`config.mk`:
```
export PLATFORM = sky130hd
export DESIGN_NAME = pwm_cmd_decoder
export DESIGN_NICKNAME = d
export VERILOG_FILES = /design/src/rtl/pwm_pkg.sv /design/src/rtl/pwm_width_classify.sv /design/src/rtl/pwm_cmd_decoder.sv
export SDC_FILE = /design/constraint.sdc
export NUM_CORES = 1
export LEC_CHECK = 0
export CAP_MARGIN = 20
export CORE_ASPECT_RATIO = 0.7
export CORE_UTILIZATION = 38
export DETAILED_ROUTE_END_ITERATION = 8
export SLEW_MARGIN = 10
export SYNTH_ARGS = -nofsm -noshare
export SYNTH_HDL_FRONTEND = slang
export SYNTH_SLANG_ARGS = --single-unit
```
`constraint.sdc`:
```
create_clock -name clk -period 2 [get_ports clk]
set_clock_uncertainty 0.2 [all_clocks]
set_input_delay 0.4 -clock clk [delete_from_list [all_inputs] [get_ports clk]]
set_output_delay 0.4 -clock clk [all_outputs]
set_load 0.05 [all_outputs]
```
`src/rtl/pwm_pkg.sv`:
```
// pwm_pkg: types and constants shared between the PWM command decoder and the
// motor driver that consumes its output.
//   instr_t      2-bit motor command (01 forward, 10 back, 11 stop)
//   dec_state_t  decoder FSM state, visible as the "state" signal in the top
//   PWM_PERIOD   nominal frame length in ticks
//   NOM_*_W      nominal pulse widths for each command
package pwm_pkg;

  typedef enum logic [1:0] {
    INSTR_FWD  = 2'b01,
    INSTR_BACK = 2'b10,
    INSTR_STOP = 2'b11
  } instr_t;

  typedef enum logic [1:0] {
    ST_ARM    = 2'b00,
    ST_IDLE   = 2'b01,
    ST_HIGH   = 2'b10,
    ST_DECODE = 2'b11
  } dec_state_t;

  localparam int PWM_PERIOD = 3072;
  localparam int NOM_BACK_W = 154;
  localparam int NOM_STOP_W = 230;
  localparam int NOM_FWD_W  = 307;

endpackage

```
`src/rtl/pwm_width_classify.sv`:
```
// pwm_width_classify: purely combinational mapping of a measured pulse width
// onto a motor command.
//   width  in   CNT_W  measured high time in clk ticks
//   code   out  2      INSTR_BACK / INSTR_STOP / INSTR_FWD (STOP when illegal)
//   legal  out  1      width lies inside MIN_WIDTH..MAX_WIDTH
// Widths between BACK_MAX and FWD_MIN form the STOP dead band.
module pwm_width_classify
  import pwm_pkg::*;
#(
  parameter int CNT_W     = 14,
  parameter int MIN_WIDTH = 100,
  parameter int BACK_MAX  = 192,
  parameter int FWD_MIN   = 268,
  parameter int MAX_WIDTH = 400
) (
  input  logic [CNT_W-1:0] width,
  output logic [1:0]       code,
  output logic             legal
);

  localparam logic [CNT_W-1:0] MIN_W  = CNT_W'(MIN_WIDTH);
  localparam logic [CNT_W-1:0] BACK_W = CNT_W'(BACK_MAX);
  localparam logic [CNT_W-1:0] FWD_W  = CNT_W'(FWD_MIN);
  localparam logic [CNT_W-1:0] MAX_W  = CNT_W'(MAX_WIDTH);

  always_comb begin
    code  = INSTR_STOP;
    legal = 1'b1;
    if ((width < MIN_W) || (width > MAX_W)) begin
      legal = 1'b0;
    end else if (width <= BACK_W) begin
      code = INSTR_BACK;
    end else if (width >= FWD_W) begin
      code = INSTR_FWD;
    end
  end

endmodule

```
`src/rtl/pwm_cmd_decoder.sv`:
```
// pwm_cmd_decoder: receive side of the servo-style PWM command link. Measures
// the high time of each pulse on pwm_in and turns it into a 2-bit motor
// command, falling back to STOP when the link goes quiet.
//   clk      in   1  system clock, all logic on posedge
//   reset    in   1  synchronous active-high reset
//   pwm_in   in   1  asynchronous PWM input, high = pulse
//   instr    out  2  decoded command (pwm_pkg::instr_t), registered
//   valid    out  1  1-cycle strobe: instr was just updated from a legal frame
//   err      out  1  1-cycle strobe: last pulse width outside MIN..MAX
//   timeout  out  1  level: no rising edge for TIMEOUT_TICKS, instr forced STOP
// Handshake: valid and err are single-cycle strobes with no ready/backpressure;
// the consumer must take instr in the cycle valid is high (instr also holds
// its value afterwards). They are never high together and only during DECODE.
// Optional build macro PWM_DEC_CONFIRM_EN: a legal code only reaches instr when
// it matches the previous legal frame's code (2-frame confirmation).
module pwm_cmd_decoder
  import pwm_pkg::*;
#(
  parameter int CNT_W         = 14,
  parameter int MIN_WIDTH     = 100,
  parameter int BACK_MAX      = 192,
  parameter int FWD_MIN       = 268,
  parameter int MAX_WIDTH     = 400,
  parameter int TIMEOUT_TICKS = 9216
) (
  input  logic       clk,
  input  logic       reset,
  input  logic       pwm_in,
  output logic [1:0] instr,
  output logic       valid,
  output logic       err,
  output logic       timeout
);

  localparam logic [CNT_W-1:0] WIDTH_SAT = CNT_W'(MAX_WIDTH + 1);
  localparam logic [CNT_W-1:0] TO_SAT    = CNT_W'(TIMEOUT_TICKS);
  localparam logic [CNT_W-1:0] TO_LAST   = CNT_W'(TIMEOUT_TICKS - 1);

  logic             s_meta;
  logic             s;
  logic             s_q;
  logic             rise;
  logic             fall;
  logic             to_hit;
  dec_state_t       state;
  logic [CNT_W-1:0] width;
  logic [CNT_W-1:0] to_cnt;
  logic [1:0]       code;
  logic             legal;
`ifdef PWM_DEC_CONFIRM_EN
  logic [1:0]       prev_code;
  logic             prev_ok;
`endif

  pwm_width_classify #(
    .CNT_W     (CNT_W),
    .MIN_WIDTH (MIN_WIDTH),
    .BACK_MAX  (BACK_MAX),
    .FWD_MIN   (FWD_MIN),
    .MAX_WIDTH (MAX_WIDTH)
  ) u_classify (
    .width (width),
    .code  (code),
    .legal (legal)
  );

  assign rise   = s & ~s_q;
  assign fall   = ~s & s_q;
  // A rise in the same cycle clears the counter, so it beats the timeout.
  assign to_hit = ~rise & (to_cnt == TO_LAST);

  // The synchronizer resets to all-ones: a pulse already in progress when
  // reset releases then never shows up as a rising edge, and a low input
  // only produces a fall, which ARM ignores.
  always_ff @(posedge clk) begin
    if (reset) begin
      s_meta <= 1'b1;
      s      <= 1'b1;
      s_q    <= 1'b1;
    end else begin
      s_meta <= pwm_in;
      s      <= s_meta;
      s_q    <= s;
    end
  end

  always_ff @(posedge clk) begin
    if (reset) begin
      state   <= ST_ARM;
      width   <= '0;
      to_cnt  <= '0;
      instr   <= INSTR_STOP;
      valid   <= 1'b0;
      err     <= 1'b0;
      timeout <= 1'b0;
`ifdef PWM_DEC_CONFIRM_EN
      prev_code <= INSTR_STOP;
      prev_ok   <= 1'b0;
`endif
    end else begin
      valid <= 1'b0;
      err   <= 1'b0;

      case (state)
        ST_ARM: begin
          if (!s) state <= ST_IDLE;
        end
        ST_IDLE: begin
          if (rise) begin
            state <= ST_HIGH;
            width <= CNT_W'(1);
          end
        end
        ST_HIGH: begin
          if (fall) begin
            // Outputs are registered on the transition so that the strobe is
            // visible while the FSM sits in DECODE, one cycle after the fall.
            state <= ST_DECODE;
            if (!legal) begin
              err <= 1'b1;
`ifdef PWM_DEC_CONFIRM_EN
              prev_ok <= 1'b0;
`endif
            end else begin
              timeout <= 1'b0;
`ifdef PWM_DEC_CONFIRM_EN
              prev_code <= code;
              prev_ok   <= 1'b1;
              if (prev_ok && (code == prev_code)) begin
                instr <= code;
                valid <= 1'b1;
              end
`else
              instr <= code;
              valid <= 1'b1;
`endif
            end
          end else if (s && (width != WIDTH_SAT)) begin
            width <= width + 1'b1;
          end
        end
        ST_DECODE: begin
          // A one-cycle low gap must not swallow the next pulse.
          if (rise) begin
            state <= ST_HIGH;
            width <= CNT_W'(1);
          end else begin
            state <= ST_IDLE;
          end
        end
        default: state <= ST_ARM;
      endcase

      if (rise) begin
        to_cnt <= '0;
      end else if (to_cnt != TO_SAT) begin
        to_cnt <= to_cnt + 1'b1;
      end

      // Fail safe: placed last so it overrides a decode in the same cycle.
      if (to_hit) begin
        timeout <= 1'b1;
        instr   <= INSTR_STOP;
`ifdef PWM_DEC_CONFIRM_EN
        prev_ok <= 1'b0;
`endif
      end
    end
  end

endmodule

```
## Word-level counts from Yosys, hierarchy flattened

Cells that the tools add are included.

| storage, ports and cells | value |
|---|---|
| flip-flop bits (word level) | 38 |
| input port bits | 3 |
| output and inout port bits | 5 |
| logic and storage cells | 69 |

| cells by class | value |
|---|---|
| add/sub/neg operators | 2 |
| order comparisons | 4 |
| equal/unequal tests | 13 |
| mux-type cells | 17 |
| bitwise operators | 9 |
| reduce and logical (&&, ||, !) cells | 14 |

Operators by type and width:

| cell | count |
|---|---|
| two-way mux 14 bit | 3 |
| adder 14 x 1 -> 14 bit (second input constant) | 2 |
| case mux 14 bit (2 select lines) | 1 |
| == test 14 bit (second input constant) | 1 |
| greater-or-equal comparator 14 x 9 -> 1 bit (second input constant) | 1 |
| greater-than comparator 14 x 9 -> 1 bit (second input constant) | 1 |
| less-or-equal comparator 14 x 8 -> 1 bit (second input constant) | 1 |
| < comparator 14 x 7 -> 1 bit (second input constant) | 1 |
| != test 14 bit (second input constant) | 1 |
| != test 14 x 9 -> 1 bit (second input constant) | 1 |
| two-way mux 2 bit | 6 |
| != test 2 bit (second input constant) | 6 |
| AND reduction 3 bit | 3 |
| case mux 2 bit (4 select lines) | 1 |
| two-way mux 1 bit | 6 |
| NOT 1 bit | 6 |
| nonzero test 2 bit | 3 |
| OR reduction 2 bit | 3 |
| == test 2 bit (second input constant) | 2 |
| AND reduction 4 bit | 1 |
| AND 1 bit | 3 |
| OR reduction 3 bit | 1 |
| == test 2 x 1 -> 1 bit (second input constant) | 1 |
| logical NOT 2 bit | 1 |
| other kinds (3) | 3 |

## Depth between registers and ports, before layout

Gate-level depths: netlist of run 1.

| depth | value |
|---|---|
| depth after elaboration | 6 |
| gate-level depth with buffers | 8 |
| gate-level depth less buffers | 7 |

## By module

Synthesis of run 1 repeated with hierarchy kept, for this count alone.

| unflattened totals | value |
|---|---|
| cells, all modules | 216 |
| area total of the unflattened synthesis | 1813.0 µm² |

By module, submodules not included:

| module | instances | cells each | area an instance (µm²) | sequential area each (µm²) |
|---|---|---|---|---|
| pwm_cmd_decoder | 1 | 195 | 1692.9 | 760.7 |
| pwm_width_classify | 1 | 21 | 120.1 | 0.0 |

## Worst setup path after synthesis of run 1

No wires, ideal clock.

| path | value |
|---|---|
| path type | register to register |
| start point | register width[0] |
| end point | register instr[1] |
| setup time | 0.062 ns |
| data arrival time | 1.814 ns |
| data required time | 1.738 ns |
| slack | -0.076 ns |
| stages on the path, launching flop included | 8 |
| buffers on the path | 0 |
| clock period less this slack | 2.076 ns |
| cell sequence | dfxtp_1 -> inv_1 -> ha_1 -> or3b_2 -> a311oi_2 -> nand4b_1 -> a211o_1 -> nand3_1 |

| between the ends | value |
|---|---|
| longest elaborated chain between the ends | 4 |
| elaborated cells on any way between the ends | 9 |
| those cells by class | order compare (4); mux (2); bitwise (1); reduce/logical (2) |

Ends and longest elaborated chain:

| item | RTL line | RTL |
|---|---|---|
| start, declared | pwm_cmd_decoder.sv:46 | `logic [CNT_W-1:0] width;` |
| start signal, assigned | pwm_cmd_decoder.sv:139 | `width <= width + 1'b1;` |
| < comparator 14 x 7 -> 1 bit or greater-than comparator 14 x 9 -> 1 bit (tied branches) | pwm_width_classify.sv:29 | `if ((width < MIN_W) \|\| (width > MAX_W)) begin` |
| logical OR 1 bit | pwm_width_classify.sv:29 |  |
| NOT 1 bit (no line) | - |  |
| AND reduction 3 bit (no line) | - |  |
| end signal, assigned | pwm_cmd_decoder.sv:134 | `instr <= code;` |
| end, declared | pwm_cmd_decoder.sv:29 | `output logic [1:0] instr,` |

Parallel ways exist; a longest one is shown, timed or not.
A chain may end at the register's enable or synchronous reset.

## Worst setup path after layout of run 1

| path | value |
|---|---|
| start point | register width[10] |
| end point | register instr[1] |

Same word-level chain as after synthesis.

==> summary.md, run 1 <==
| Metric | Value |
|---|---|
| Status | `finished with violations` |
| Failing checks | `design-rule violations, negative setup slack` |
| Starting density of the core | `40.8%` |
| Chip Height | `between 60 and 70 µm` |
| Clock-pin slew on the worst setup and hold paths | `0.08 ns` |
| Post-Syn Area | `1830 µm²` |
| Layout cell share with drive strength beyond 1 | `30.8%` |
| Vias per cell | `4.99` |
| Internal | `0.00117 W` |
| Vias in the first global route | `1265` |
| Initial antenna violation count | `0` |
| TritonCTS clock tree | `done` |
| Maximum clock insertion buffer count | `2` |
| Row count | `20` |
| Syn Nets | `approximately 220` |
| Mean Syn Cell Area | `8.58 µm²` |
| Layout Cells excl Fill | `305` |
| Period utilization | `104%` |
| P&R area growth vs syn | `30.2%` |
| Clk Tree Root Cell | `clkbuf_8` |
| Synth Register Bits | `38` |
| Element type at the critical path end | `register` |
| Slew @ Worst Pin | `0.524 ns` |
| Comb power frac | `5.1%` |
| Psw | `0.000331 W` |
| Worst VDD drop | `roughly 0.00044 V` |
| CP max stage cell | `or4_4` |
| R2R Setup Slk | `-0.09 ns` |
| Clock network power share | `~43%` |
| First-pass GRT wire length | `6.27 mm` |
| Buf/Inv on CP | `1` |
| YS warnings | `0` |
| Iteration-0 DRC Markers | `a little under 90` |
| Slowest stage delay, CP | `0.56 ns` |
| Hold Fails Final Rpt | `0` |
| DP HPWL | `2.76 mm` |
| Fin nets | `257` |
| Vias | `1522` |
| Sw Share | `22.0%` |
| Fillers | `just over 400` |
| H-tree depth | `2` |
| Synth Instances | `213` |
| Most common cell after layout, fill and taps aside | `buf_4` |
| Routed length per instance | `12.6 µm` |
| Sink Count | `38` |
| Hold Crit Class | `register to register` |
| CP startpoint kind | `register` |
| # setup viols final | `10` |
| Worst-path cell chain | `or4_4 -> buf_6 -> a311oi_2 -> nand4b_1 -> a211o_1 -> nand3_2` |
| Largest net degree at the start of global routing | `16` |
| Core area | `4480 µm²` |
| TritonCTS buffer count | `5` |
| # Max-Cap Violations | `0` |
| CP delay by family, top | `simple AND/OR/NAND/NOR gates` |
| Register area share after synthesis | `41.6%` |
| Antenna Violating Nets Remaining | `0` |
| CP Class | `register to register` |
| Flop pwr share | `51.6%` |
| GR Util All Layers | `around 16%` |
| CTS hold repair buffers | `0` |
| Routed WL | `about 3.9 mm` |
| Max_slew headroom | `65.0%` |
| DRC viols | `1` |
| Ports | `8` |
| Distinct cell type count after synthesis | `between 40 and 50` |
| Pwr Density | `between 600 and 700 nW/µm²` |
| CP max FO | `4` |
| Most frequent cells in the layout | `34 x buf_4, 33 x dfxtp_1, 31 x nor2_1, 16 x xnor2_1, 13 x nand2_1` |
| Quantity of I/O buffers inserted on ports | `7` |
| Layout Utilization | `~53%` |
| P_leak | `0.881 nW` |
| Antenna cells | `0` |
| Die width | `~85 µm` |
| Worst EP required | `2.04 ns` |
| Critical path arrival | `roughly 2.1 ns` |
| Fin crit period | `2.09 ns` |
| Setup slack after layout | `-0.0864 ns` |
| Remaining global-route overflow | `0` |
| DRT Pass-1 Iters | `6` |
| Fin. max-slew vios | `0` |
| Inst Count DP | `294` |
| GPL Wtd Cong | `0.799` |
| Fmax | `roughly 480 MHz` |
| RSZ-0062 raised after global routing | `yes` |
| DIE AREA | `5090 µm²` |
| Clock latency on the worst-skew pair | `about 0.29 ns` |
## registers in the layout (all words and copies together) (netlist names)
register	cells
to_cnt	14
width	14
instr	2
state	2
err	1
s	1
s_meta	1
s_q	1
timeout	1
valid	1
## metal layers
metal	routed length [µm]	GRT usage (%)	up-vias
met3	147	4.97	2
met1	2210	25.4	685
met2	1480	21.0	27
met5	0	0	-
li1	-	-	808
met4	11	3.63	0
## what timing repair did
item | CTS | global route
pin swaps | 4 | 17
setup endpoints to repair | 14 | 15
buffers inserted | 2 | 0
resized for setup | 3 | 29
cloned | 0 | 1
## path summary, 6_finish.rpt
kind / start / cells past startpoint / endpoint
max: width[10] / 6 / instr[1]
max reg2reg: width[10] / 6 / instr[1]
min reg2reg: s_meta / 1 / s
min: s_meta / 1 / s
## cell type report
| class | instances | area (µm²) | area share [%] |
|---|---|---|---|
| flip-flops and latches | 38 | 767 | 32.2 |
| clock buffers | 5 | 68.8 | 2.89 |
| inverters | 8 | 30.0 | 1.26 |
| repair buffers | 38 | 298 | 12.5 |
| multi-input cells | 158 | 1100 | 46.3 |
| well taps | 55 | 68.8 | 2.89 |
| clock inverters | 3 | 45.0 | 1.89 |
## cell usage after synthesis
master,count,share of area (%)
dfxtp_1,38,42
nor2_1,31,6.4
xnor2_1,16,7.7
nand2_1,15,3.1
a21oi_1,8,2.2
inv_1,8,1.6
nand3_1,8,2.2
nor4_1,8,2.7
nor3_1,7,1.9
or2_2,6,2.1
and3_1,5,1.7
clkbuf_1,5,1.0
ha_1,5,3.4
xor2_1,5,2.4
buf_2,4,1.1
nand4_1,3,1.0
nor2b_1,3,1.0
nor3b_1,3,1.2
nor4b_1,3,1.4
o21ai_0,3,0.82
or3_1,3,1.0
mux2i_1,2,1.1
nand2b_1,2,0.68
nand3b_1,2,0.82
nand4b_1,2,0.96
or3b_2,2,0.96
a211o_1,1,0.48
a211oi_1,1,0.41
a21o_1,1,0.41
a311o_1,1,0.55
a311oi_2,1,0.82
a31oi_1,1,0.34
and2_1,1,0.34
and4_1,1,0.48
nand3_2,1,0.55
o2111ai_1,1,0.48
o211ai_1,1,0.41
o311ai_0,1,0.48
o31ai_1,1,0.41
or4_1,1,0.41
or4_4,1,0.62
or4b_1,1,0.55
## logic make-up (layout without fill, tap and decap cells)
kind of cell / after synthesis / in the layout / synth area share [%]
AO/OA/AOI/OAI: 21 / 21 / 7.81
flip-flops: 38 / 38 / 41.6
buffers and inverters: 17 / 54 / 3.77
XOR/XNOR: 21 / 21 / 10.1
adder cells (fa/ha/maj): 5 / 5 / 3.42
AND/OR/NAND/NOR: 109 / 109 / 32.2
multiplexers: 2 / 2 / 1.10
## worst register-to-register path, stage by stage (launching register included)
cell and delay, ns:
dfxtp_2 0.33, or4_4 0.56, buf_6 0.14, a311oi_2 0.20
nand4b_1 0.23, a211o_1 0.30, nand3_2 0.07
## power by group through the flow
stage / Clock, W / Sequential [W] / Combinational [W]
2_1_floorplan: 0 / 0.000792 / 0.0000457
3_3_place_gp: 0 / 0.000793 / 0.0000712
3_5_place_dp: 0 / 0.000793 / 0.0000706
4_1_cts: 0.000671 / 0.000775 / 0.0000723
5_1_grt: 0.000708 / 0.000778 / 0.0000877
6_report: 0.000651 / 0.000777 / 0.0000775
## stage by stage
step                      setup TNS, ns  area [µm²]  worst slack, ns  hold slack [ns]  power, W
final                            -0.492        2380          -0.0864            0.210   0.00150
after CTS                         -1.04        2260           -0.138            0.212   0.00152
after global routing              -1.57        2380           -0.158            0.229   0.00157
after detailed placement         -0.810        2120           -0.163            0.193  0.000864
after global placement           -0.289        2120           -0.140            0.191  0.000864
after floorplan                       0        1830           0.0101            0.189  0.000837
No activity file was read; power rests on OpenSTA's default activity.
==> inputs of run 2 (changes only) <==
CAP_MARGIN = unset   (was 20)
==> results of run 2 <==
No change in the layout: final DEF, timing and power equal those of run 1.
